===== src/rtl/multicycle_controller_if.sv =====
// ---------------------------------------------------------------------------
// multicycle_controller_if : memory/decoder handshake bundle for the controller
// Rev 1.0
// ---------------------------------------------------------------------------
`default_nettype none

interface multicycle_controller_if;
  logic        io_halt;
  logic        io_imem_req_valid;
  logic        io_imem_req_ready;
  logic        io_imem_resp_valid;
  logic [31:0] io_imem_resp_data;
  logic [31:0] io_instruction;
  logic        io_mem_read;
  logic        io_mem_write;
  logic        io_reg_write;
  logic        io_dmem_req_valid;
  logic        io_dmem_req_write;
  logic        io_dmem_req_ready;
  logic        io_dmem_resp_valid;
  logic        io_pc_write;
  logic        io_reg_write_enable;
  logic [2:0]  io_state;
  logic        io_halted;
  logic [31:0] io_instret;

  modport master (
    input  io_halt, io_imem_req_ready, io_imem_resp_valid, io_imem_resp_data,
    input  io_mem_read, io_mem_write, io_reg_write,
    input  io_dmem_req_ready, io_dmem_resp_valid,
    output io_imem_req_valid, io_instruction, io_dmem_req_valid, io_dmem_req_write,
    output io_pc_write, io_reg_write_enable, io_state, io_halted, io_instret
  );

  modport slave (
    output io_halt, io_imem_req_ready, io_imem_resp_valid, io_imem_resp_data,
    output io_mem_read, io_mem_write, io_reg_write,
    output io_dmem_req_ready, io_dmem_resp_valid,
    input  io_imem_req_valid, io_instruction, io_dmem_req_valid, io_dmem_req_write,
    input  io_pc_write, io_reg_write_enable, io_state, io_halted, io_instret
  );
endinterface

`default_nettype wire


===== src/rtl/multicycle_controller.sv =====
// ---------------------------------------------------------------------------
// multicycle_controller : fetch/decode/execute/memory/writeback sequencing FSM
// Rev 1.0
// ---------------------------------------------------------------------------
`default_nettype none

module multicycle_controller (
  input  wire logic              clock,
  input  wire logic              reset,
  multicycle_controller_if.master bus
);

  typedef enum logic [2:0] {
    S_FETCH     = 3'd0,
    S_IF_WAIT   = 3'd1,
    S_DECODE    = 3'd2,
    S_EXECUTE   = 3'd3,
    S_MEM_REQ   = 3'd4,
    S_MEM_WAIT  = 3'd5,
    S_WRITEBACK = 3'd6,
    S_ILLEGAL   = 3'd7
  } state_t;

  localparam logic [31:0] c_NOP = 32'h0000_0013;

  state_t      r_state;
  state_t      w_next;
  logic [31:0] r_ir;
  logic [31:0] r_instret;

  always_ff @(posedge clock or posedge reset) begin
    if (reset) begin
      r_state   <= S_FETCH;
      r_ir      <= c_NOP;
      r_instret <= '0;
    end else begin
      r_state <= w_next;
      if (r_state == S_IF_WAIT && bus.io_imem_resp_valid)
        r_ir <= bus.io_imem_resp_data;
      if (r_state == S_WRITEBACK)
        r_instret <= r_instret + 32'd1;
    end
  end

  always_comb begin
    w_next                  = r_state;
    bus.io_imem_req_valid   = 1'b0;
    bus.io_dmem_req_valid   = 1'b0;
    bus.io_dmem_req_write   = 1'b0;
    bus.io_pc_write         = 1'b0;
    bus.io_reg_write_enable = 1'b0;
    unique case (r_state)
      S_FETCH: begin
        // Halt only gates new fetches; reset also masks the request while held.
        bus.io_imem_req_valid = !bus.io_halt && !reset;
        if (bus.io_imem_req_ready && !bus.io_halt)
          w_next = S_IF_WAIT;
      end
      S_IF_WAIT: begin
        if (bus.io_imem_resp_valid)
          w_next = S_DECODE;
      end
      S_DECODE: w_next = S_EXECUTE;
      S_EXECUTE: begin
        if (bus.io_mem_read || bus.io_mem_write)
          w_next = S_MEM_REQ;
        else
          w_next = S_WRITEBACK;
      end
      S_MEM_REQ: begin
        bus.io_dmem_req_valid = 1'b1;
        bus.io_dmem_req_write = bus.io_mem_write;
        if (bus.io_dmem_req_ready)
          w_next = S_MEM_WAIT;
      end
      S_MEM_WAIT: begin
        if (bus.io_dmem_resp_valid)
          w_next = S_WRITEBACK;
      end
      S_WRITEBACK: begin
        bus.io_pc_write         = 1'b1;
        bus.io_reg_write_enable = bus.io_reg_write;
        w_next                  = S_FETCH;
      end
      default: w_next = S_FETCH;
    endcase
  end

  assign bus.io_state       = r_state;
  assign bus.io_instruction = r_ir;
  assign bus.io_instret     = r_instret;
  assign bus.io_halted      = (r_state == S_FETCH) && bus.io_halt;

endmodule

`default_nettype wire


===== src/flat_wrapper.sv =====
// flat-port wrapper written by rule: the top's interface ports become plain ports
module multicycle_controller_flat 
  (clock, reset, bus_io_halt, bus_io_imem_req_ready, bus_io_imem_resp_valid, bus_io_imem_resp_data, bus_io_mem_read, bus_io_mem_write, bus_io_reg_write, bus_io_dmem_req_ready, bus_io_dmem_resp_valid, bus_io_imem_req_valid, bus_io_instruction, bus_io_dmem_req_valid, bus_io_dmem_req_write, bus_io_pc_write, bus_io_reg_write_enable, bus_io_state, bus_io_halted, bus_io_instret);
  multicycle_controller_if bus_i ();
  input  wire logic clock;
  input  wire logic reset;
  input wire logic [$bits(bus_i.io_halt)-1:0] bus_io_halt;
  input wire logic [$bits(bus_i.io_imem_req_ready)-1:0] bus_io_imem_req_ready;
  input wire logic [$bits(bus_i.io_imem_resp_valid)-1:0] bus_io_imem_resp_valid;
  input wire logic [$bits(bus_i.io_imem_resp_data)-1:0] bus_io_imem_resp_data;
  input wire logic [$bits(bus_i.io_mem_read)-1:0] bus_io_mem_read;
  input wire logic [$bits(bus_i.io_mem_write)-1:0] bus_io_mem_write;
  input wire logic [$bits(bus_i.io_reg_write)-1:0] bus_io_reg_write;
  input wire logic [$bits(bus_i.io_dmem_req_ready)-1:0] bus_io_dmem_req_ready;
  input wire logic [$bits(bus_i.io_dmem_resp_valid)-1:0] bus_io_dmem_resp_valid;
  output wire logic [$bits(bus_i.io_imem_req_valid)-1:0] bus_io_imem_req_valid;
  output wire logic [$bits(bus_i.io_instruction)-1:0] bus_io_instruction;
  output wire logic [$bits(bus_i.io_dmem_req_valid)-1:0] bus_io_dmem_req_valid;
  output wire logic [$bits(bus_i.io_dmem_req_write)-1:0] bus_io_dmem_req_write;
  output wire logic [$bits(bus_i.io_pc_write)-1:0] bus_io_pc_write;
  output wire logic [$bits(bus_i.io_reg_write_enable)-1:0] bus_io_reg_write_enable;
  output wire logic [$bits(bus_i.io_state)-1:0] bus_io_state;
  output wire logic [$bits(bus_i.io_halted)-1:0] bus_io_halted;
  output wire logic [$bits(bus_i.io_instret)-1:0] bus_io_instret;
  assign bus_i.io_halt = bus_io_halt;
  assign bus_i.io_imem_req_ready = bus_io_imem_req_ready;
  assign bus_i.io_imem_resp_valid = bus_io_imem_resp_valid;
  assign bus_i.io_imem_resp_data = bus_io_imem_resp_data;
  assign bus_i.io_mem_read = bus_io_mem_read;
  assign bus_i.io_mem_write = bus_io_mem_write;
  assign bus_i.io_reg_write = bus_io_reg_write;
  assign bus_i.io_dmem_req_ready = bus_io_dmem_req_ready;
  assign bus_i.io_dmem_resp_valid = bus_io_dmem_resp_valid;
  assign bus_io_imem_req_valid = bus_i.io_imem_req_valid;
  assign bus_io_instruction = bus_i.io_instruction;
  assign bus_io_dmem_req_valid = bus_i.io_dmem_req_valid;
  assign bus_io_dmem_req_write = bus_i.io_dmem_req_write;
  assign bus_io_pc_write = bus_i.io_pc_write;
  assign bus_io_reg_write_enable = bus_i.io_reg_write_enable;
  assign bus_io_state = bus_i.io_state;
  assign bus_io_halted = bus_i.io_halted;
  assign bus_io_instret = bus_i.io_instret;
  multicycle_controller u_core (.clock(clock), .reset(reset), .bus(bus_i));
endmodule

===== config.mk =====
export PLATFORM = sky130hd
export DESIGN_NAME = multicycle_controller_flat
export DESIGN_NICKNAME = d
export VERILOG_FILES = /design/src/rtl/multicycle_controller_if.sv /design/src/rtl/multicycle_controller.sv /design/src/flat_wrapper.sv
export SDC_FILE = /design/constraint.sdc
export NUM_CORES = 1
export LEC_CHECK = 0
export ABC_CLOCK_PERIOD_IN_PS = 7900
export CAP_MARGIN = 0
export CORE_UTILIZATION = 35
export CTS_BUF_LIST = sky130_fd_sc_hd__clkbuf_16
export DETAILED_ROUTE_END_ITERATION = 8
export GPL_ROUTABILITY_DRIVEN = 0
export PLACE_DENSITY = 0.65
export SLEW_MARGIN = 20
export SYNTH_ARGS = -nofsm -noshare
export SYNTH_HDL_FRONTEND = slang
export SYNTH_SLANG_ARGS = --single-unit

===== constraint.sdc =====
create_clock -name clock -period 7.9 [get_ports clock]
set_input_delay 1.58 -clock clock [delete_from_list [all_inputs] [get_ports clock]]
set_output_delay 1.58 -clock clock [all_outputs]
set_load 0.005 [all_outputs]

==> reports/metrics.cfg <==
[worst_setup_path]
worstRegToRegCells = 5
critPathArrivalTime_ns = 3.51
end_kind = output pin
cp.required_ns = 6.32
timing.rr.end = u_core.bus.io_instruction[3]$_DFFE_PP0P_
reg2reg_setup_slack_ns = 5.99
critPathKind = in2out
crit_top_cell = clkdlybuf4s50_1
critPathLaunchType = input port
worstPathCellList = clkdlybuf4s50_1 > inv_2 > buf_4 > and4_1 > clkdlybuf4s50_1
slowest_delay_ns = 0.64
cp_max_fo = 68
cp_slowest_cell = buf_4
reg2reg_from = u_core.bus.io_state[2]$_DFFE_PP0P_

[worst_hold_path]
min_from = u_core.bus.io_instret[31]$_DFFE_PP0N_
holdPathStages = 1
hold-path-endpoint = u_core.bus.io_instret[31]$_DFFE_PP0N_
hold_path_class = reg2reg

[pwr]
ir_drop_uv = 130
power_density_nw_per_um2 = 296
p_leak_nw = 1.91
p_total_mw = 1.32

[clocking]
clk_pin_slew_ns = 0.05
ctsHoldBuffers = 0
tritoncts = yes
cts-root-buf = clkbuf_16
clkSinkCount = 67
cts_resized = 0
post_cts.repair.setup_buffers = 0
cts.path.max_buffers = 2
cts-buffers-inserted = 9
ctsHtreeMaxLevel = 3
worstSkewPairLatency_ns = 0.32

[final_layout]
n_fill_cell = 705
seq_area_sq_um = 1680
diodes = 0
drive_gt1_share_pct = 17.8
final_common_cell = clkdlybuf4s50_1
final_area_sq_um = 4450
final_core_util_pct = 56.4
instances_no_fill = 455
area_delta_synth_final_pct = 52.9
nNetsFinal = 391
multi_input_area_sq_um = 1150
final_cell_mix = clkdlybuf4s50_1, dfrtp_1, mux2_2

[sta]
max_freq_ghz = 0.196
slew_violations = 0
relSlewSlack_pct = 43.5
holdWs_ns = 0.488
period_minus_slack_ns = 5.09
finalClockSkew_ns = 0.00658
hold_viol = 0
setup-tns-final_ns = 0
fin_crit_sh_pct = 64.4
setup_viol = 0
worst_slack_ns = 2.81
tightestPinTransition_ns = 0.848
rsz0062_at_grt = no

[drt]
drc = 0
routedLengthMet1_microns = 2970
wl_per_cell_microns = 13.8
vias = 2151
wl_met3_microns = 332
detail-route-antenna-nets = 0
drt-initial-drc-count = 44
routed_wl_microns = 6290
viasPerCell = 4.73
met2_length_microns = 2920
top_layer_used = met4
drt_pre_antenna_iters = 4

[logic_synthesis]
synth-seq-cells = 67
synth_top_area_cell = dfrtp_1
yosysWarningCount = 0
syn_area_sq_um = 2910
synth_area_leaders = dfrtp_1, mux2_2, xnor2_1
syn_inst = 228
ys_types = 31
ys_seq_area_share_pct = 57.7
synthesis.nets = 271
synth_top_area_share_pct = 55.0
avgSynthCellArea_sq_um = 12.8

[placed_design]
placedInstanceArea_sq_um = 4160
port-buffer-count = 114
preCtsSetupSlack_ns = 2.76
place_inst = 439
dpl.hpwl_microns = 4460

[floorplanning]
io_pins = 115
die_w_microns = 93.2
initial_core_util_pct = 36.9
die_area_sq_um = 8680
coreArea_sq_um = 7890
dieHeight_microns = 93.2
rows = 32

[global_route]
antenna_found_initial = 0
grt_pass1_wl_microns = 10200
grt_pass1_vias = 2062
overflow = 0
grt_max_degree = 69
grt_util_all_layers_pct = 15.3

[flow_run]
max-cap-violations = 0

[outcome]
status = finished, final reports clean

## cells in the mapped netlist
master	number
and3_1	8
a32o_1	1
ha_1	1
nor4_1	2
or3_4	1
or4_1	1
nor3_2	2
xor2_1	10
xnor2_1	21
dfstp_2	3
nand4_1	15
nand3_1	8
a21oi_1	1
and4_1	5
or4_4	1
and3_2	1
o21ai_0	2
inv_1	8
buf_2	5
mux2_2	32
nor3_1	4
nor2_1	9
nand2_1	14
nor4_4	1
clkbuf_1	1
dfrtp_1	64
buf_6	2
and2_1	2
nand3b_4	1
o311ai_0	1
nor3b_2	1
## routing by layer
layer / track usage, % / vias up
met4: 6.92 / 0
met5: 0 / -
met2: 23.2 / 60
met1: 20.5 / 1036
met3: 3.82 / 6
li1: - / 1049
## report_power, final
part	switching (mW)	internal (mW)	leakage, nW
clock	0.140	0.243	0.141
combinational	0.127	0.293	0.908
sequential	0.0676	0.447	0.857
## state kept, by name, summed over array words and instances (netlist names)
name                       count
u_core.bus.io_instret         32
u_core.bus.io_instruction     32
u_core.bus.io_state            3
## how the worst max path moves through the flow
stage / slack, ns / end / start / depth (start not counted)
6_report: 2.81 / bus_io_imem_req_valid / reset / 5
5_1_grt: 2.64 / bus_io_imem_req_valid / reset / 5
4_1_cts: 2.75 / bus_io_imem_req_valid / reset / 5
2_1_floorplan: 2.96 / bus_io_imem_req_valid / reset / 2
3_5_place_dp: 2.76 / bus_io_imem_req_valid / reset / 5
3_3_place_gp: 2.75 / bus_io_imem_req_valid / reset / 5
## logic make-up after synthesis
group                    synth area share (%)
XOR/XNOR                                 9.33
multiplexers                             12.4
AO/OA/AOI/OAI                            1.16
flip-flops                               57.7
adder cells (fa/ha/maj)                 0.430
AND/OR/NAND/NOR                          16.2
buffers and inverters                    2.79
## worst max-delay path: cells and delay by family
kind | cells | cell delay (ns)
buf+inv | 4 | 1.60
simple gates | 1 | 0.30
## area by class of cell
cell class	count	area share, %
timing repair buffer	117	26.1
clock buffer	9	5.06
tap	102	2.87
multi-input combinational	145	25.9
inverter	8	0.675
clock inverter	7	1.55
sequential	67	37.8
(Power assumes the default switching activity.)
